### src/rtl/signed_spatial_acc.sv
// Signed spatial accumulator: shifts each incoming product by its temporal shift and sums it into a group result.
// Define SIGNED_SPATIAL_ACC_SAT_EN to saturate the accumulator on overflow instead of wrapping.
module signed_spatial_acc #(
  parameter int unsigned PRECISION      = 8,
  parameter int unsigned L_PRECISION    = 2,
  parameter int unsigned MULT_OUT_WIDTH = 2*PRECISION,
  parameter int unsigned ACC_WIDTH      = 32,
  parameter int unsigned SHIFT_WIDTH    = 3,
  parameter int unsigned SHIFT_MAX      = 2*PRECISION/L_PRECISION - 1
) (
  input  logic                      clk,
  input  logic                      reset,
  input  logic [MULT_OUT_WIDTH-1:0] in_product,
  input  logic [SHIFT_WIDTH-1:0]    in_shift,
  input  logic                      in_first,
  input  logic                      in_last,
  input  logic                      in_valid,
  output logic                      in_ready,
  output logic [ACC_WIDTH-1:0]      out_data,
  output logic                      out_valid,
  input  logic                      out_ready,
  output logic                      overflow
);

  typedef enum logic {IDLE, ACCUM} state_t;

  state_t                 state;
  logic                   s1_valid;
  logic                   s1_first;
  logic                   s1_last;
  logic [ACC_WIDTH-1:0]   s1_value;
  logic [ACC_WIDTH-1:0]   acc;
  logic                   grp_ovf;

  logic                   stall;
  logic                   advance;
  logic [SHIFT_WIDTH-1:0] shift_eff;
  int unsigned            shamt;
  logic [ACC_WIDTH-1:0]   ext;
  logic [ACC_WIDTH-1:0]   shifted;
  logic [ACC_WIDTH-1:0]   base;
  logic [ACC_WIDTH-1:0]   sum;
  logic [ACC_WIDTH-1:0]   acc_next;
  logic                   add_ovf;
  logic                   ovf_next;

  // A completed group waiting in stage 1 can only move on once the output register is free.
  assign stall    = s1_valid && s1_last && out_valid && !out_ready;
  assign in_ready = !stall;
  assign advance  = s1_valid && !stall;

  always_comb begin
    shift_eff = in_shift;
    if (32'(in_shift) > SHIFT_MAX) shift_eff = SHIFT_WIDTH'(SHIFT_MAX);
    shamt   = 32'(shift_eff) * L_PRECISION;
    ext     = {{(ACC_WIDTH-MULT_OUT_WIDTH){in_product[MULT_OUT_WIDTH-1]}}, in_product};
    shifted = ext << shamt;
  end

  always_comb begin
    base     = s1_first ? '0 : acc;
    sum      = base + s1_value;
    add_ovf  = (base[ACC_WIDTH-1] == s1_value[ACC_WIDTH-1]) &&
               (sum[ACC_WIDTH-1] != base[ACC_WIDTH-1]);
    acc_next = sum;
`ifdef SIGNED_SPATIAL_ACC_SAT_EN
    if (add_ovf) begin
      acc_next = base[ACC_WIDTH-1] ? {1'b1, {(ACC_WIDTH-1){1'b0}}}
                                   : {1'b0, {(ACC_WIDTH-1){1'b1}}};
    end
`endif
    ovf_next = (s1_first ? 1'b0 : grp_ovf) | add_ovf;
  end

  always_ff @(posedge clk or posedge reset) begin
    if (reset) begin
      state     <= IDLE;
      s1_valid  <= 1'b0;
      s1_first  <= 1'b0;
      s1_last   <= 1'b0;
      s1_value  <= '0;
      acc       <= '0;
      grp_ovf   <= 1'b0;
      out_data  <= '0;
      out_valid <= 1'b0;
      overflow  <= 1'b0;
    end else begin
      if (!stall) begin
        s1_valid <= in_valid;
        if (in_valid) begin
          s1_value <= shifted;
          s1_first <= in_first;
          s1_last  <= in_last;
        end
      end

      if (out_valid && out_ready) out_valid <= 1'b0;

      if (advance) begin
        if (s1_last) begin
          acc       <= '0;
          grp_ovf   <= 1'b0;
          out_data  <= acc_next;
          overflow  <= ovf_next;
          out_valid <= 1'b1;
        end else begin
          acc     <= acc_next;
          grp_ovf <= ovf_next;
        end

        // A first product in ACCUM restarts the group; the datapath already discarded the partial sum.
        unique case (state)
          IDLE:    state <= s1_last ? IDLE : ACCUM;
          ACCUM:   state <= s1_last ? IDLE : ACCUM;
          default: state <= IDLE;
        endcase
      end
    end
  end

endmodule

### config.mk
export PLATFORM = sky130hd
export DESIGN_NAME = signed_spatial_acc
export DESIGN_NICKNAME = d
export VERILOG_FILES = /design/src/rtl/signed_spatial_acc.sv
export SDC_FILE = /design/constraint.sdc
export NUM_CORES = 1
export LEC_CHECK = 0
export CORE_MARGIN = 5
export CORE_UTILIZATION = 55
export CTS_CLUSTER_DIAMETER = 200
export DETAILED_ROUTE_END_ITERATION = 8
export PLACE_DENSITY = 0.86
export SYNTH_ARGS = -nofsm -noshare
export SYNTH_HDL_FRONTEND = slang
export SYNTH_SLANG_ARGS = --single-unit
### constraint.sdc
create_clock -name clk -period 9.26 [get_ports clk]
set_clock_uncertainty 0.15 [all_clocks]
set_input_delay 1.852 -clock clk [delete_from_list [all_inputs] [get_ports clk]]
set_output_delay 1.852 -clock clk [all_outputs]
set_load 0.05 [all_outputs]
==> out/results.ini <==
[status]
status = finished, final reports clean

[pwr]
power_density_nw_per_um2 = 239
finalPower_mw = 1.68
ir_worst_vdd_uv = 189
p_leak_nw = 3.31

[critical_path]
critPathSlowestCell = clkdlybuf4s50_1
worstPathCellList = clkdlybuf4s50_1 -> nor2b_1 -> nand3_1 -> clkdlybuf4s50_1
critPathCaptureType = output port
reg2reg_from = s1_first
crit_cells = 4
crit_fanout = 4
slowest_delay_ns = 0.75
cpMostUsedCell = clkdlybuf4s50_1
cp_num_buf_inv = 2
cp-startpoint = out_ready
critPathLaunchType = input pin
cp.arrival_ns = 3.40
cpLargestDelayFamily = buffers and inverters
r2r_cells = 13
crit_type = in -> out
required_ns = 7.26

[floorplan]
fp.dieH_um = 116
core_sq_um = 10900
start_util = 0.564
die_area_sq_um = 13400
io_pins = 60
num_rows = 38
dieWidth_um = 116

[drt]
dr.pass1.iters = 5
vias = 5099
routed_via_density = 6.11
drt_iter0_drc = 379
wl_um = 15100
drc = 0
wl_per_cell_um = 18.1
ant_nets = 0

[finish]
layout-drive-gt1-share = 0.0836
nFillCells = 932
layout.nets = 746
post-route-util = 0.644
antenna_cells = 0
postLayoutCellArea_sq_um = 7010
area_growth_pct = 14.1
finalNonFillerCells = 834

[synthesis]
synthTopCellsByArea = dfrtp_1, ha_1, nand2_1
synth_top_cell_area_share = 0.407
synth_edf_count = 0
synthCells = 648
synthArstFlopShare = 1.00
seq_area_frac_synth = 0.407
syn_nets = 705
yosysMostFrequentCell = dfrtp_1
ys_warn_count = 0
ys_types = 60
synth.avg_cell_area_sq_um = 9.48
synth_flop_cell = dfrtp_1
yosys-top-cells-count = dfrtp_1, nand2_1, o21ai_0
ys_ff_latch = 100
syn_area_sq_um = 6140
synth_top_area_cell = dfrtp_1

[placement]
dp_hpwl_um = 11200
placed_area_sq_um = 6820
io_buffers = 59
place_ws_ns = 3.86
place_inst = 818
routabilityCongestion = 0.930

[global_route]
gr-total-overflow = 0
antenna_found_initial = 0
grt_max_degree = 61
grt_pass1_vias = 5056
track_usage = 0.236
grt_pass1_wl_um = 24800

[clocking]
ctsHoldBuffers = 0
insertion_delay_ns = 0.39
path_clk_slew_ns = 0.09
htreeDepth = 3
clock_path_buffers = 2
cts.sinks = 100
cts_tree = yes
cts_resized = 0
cts_root_buf = clkbuf_8
cts_buffers = 9
cts_setup_buffers = 0

[sta]
rsz0062_at_grt = false
timing.fmax_ghz = 0.185
fin_hold_ws_ns = 0.326
slew_headroom = 0.294
setup_slack_ns = 3.86
min_period_ns = 5.40
timing.final.crit_share = 0.584
final-max-slew-violation-count = 0
finalHoldViolCount = 0
tightest_slew_ns = 1.06
setup_tns_ns = 0
setup_viol = 0

[worst_hold_path]
hp-start = acc[2]
hold_depth = 2
hold_class = reg -> reg

[run]
drv_cap = 0

-- where the power goes --
group / switching [mW] / total, mW / internal, mW
Sequential: 0.0685 / 0.616 / 0.548
Clock: 0.159 / 0.272 / 0.114
Combinational: 0.492 / 0.787 / 0.296
-- per-layer routing --
metal	up-vias	track usage	share of wire	routed length (um)
met5	-	0	0	0
met2	166	0.382	0.47	7060
met3	23	0.0569	0.061	922
li1	2429	-	-	-
met4	0	0.0851	0.022	326
met1	2481	0.312	0.45	6780
-- worst register-to-register path, stage by stage, from the launching register on --
cell	delay, ns
dfrtp_1	0.37
buf_4	0.25
nor2b_1	0.19
ha_1	0.23
inv_1	0.07
fa_1	0.44
nor2b_4	0.15
o2111ai_2	0.12
a31oi_1	0.36
o31ai_1	0.15
a21oi_1	0.32
a31oi_1	0.16
xnor2_1	0.18
mux2_2	0.28
-- sequential cells by signal, summed over array words and instances, names as in the netlist --
name       flops
s1_first       1
overflow       1
out_valid      1
out_data      32
s1_last        1
grp_ovf        1
s1_valid       1
s1_value      30
acc           32
-- final cells by class --
| type | count | area [sq um] | area share |
|---|---|---|---|
| Clock buffer | 12 | 155 | 0.0221 |
| Clock inverter | 4 | 33.8 | 0.00482 |
| Inverter | 11 | 43.8 | 0.00625 |
| Multi-Input combinational cell | 502 | 3460 | 0.494 |
| Sequential cell | 100 | 2500 | 0.357 |
| Tap cell | 140 | 175 | 0.0250 |
| Timing Repair Buffer | 65 | 636 | 0.0907 |
-- worst paths after layout --
| kind | slack (ns) | end |
|---|---|---|
| min in group asynchronous | 1.69 | acc[0] |
| hold / removal | 0.33 | acc[2] |
| max in group asynchronous | 6.14 | s1_first |
| hold reg to reg | 0.33 | acc[2] |
| setup / recovery | 3.86 | in_ready |
| setup reg to reg | 5.74 | out_data[26] |
-- layout by cell type, fill, tap and decap left out, types with 5 or more instances in the layout --
master / instances
o21ai_0: 43
dfrtp_1: 100
and3_1: 8
ha_1: 31
nand2b_1: 8
buf_4: 6
mux2_2: 19
o21a_1: 5
clkbuf_8: 11
xor2_1: 12
nand3_1: 8
a21oi_1: 40
a22o_1: 28
a21o_1: 20
clkdlybuf4s50_1: 59
inv_1: 10
nor2b_1: 36
mux2i_1: 17
xnor2_1: 16
nor3_1: 10
nand2_1: 89
a211oi_1: 7
nor2_1: 26
a31oi_1: 9
-- kinds of logic after synthesis --
family                   Yosys count  share of synthesized area
AND/OR/NAND/NOR                  207                      0.164
adder cells (fa/ha/maj)           32                     0.0664
AO/OA/AOI/OAI                    196                      0.219
XOR/XNOR                          28                     0.0399
multiplexers                      39                     0.0736
flip-flops                       100                      0.407
buffers and inverters             46                     0.0289
No activity file was read; power rests on OpenSTA's default activity.
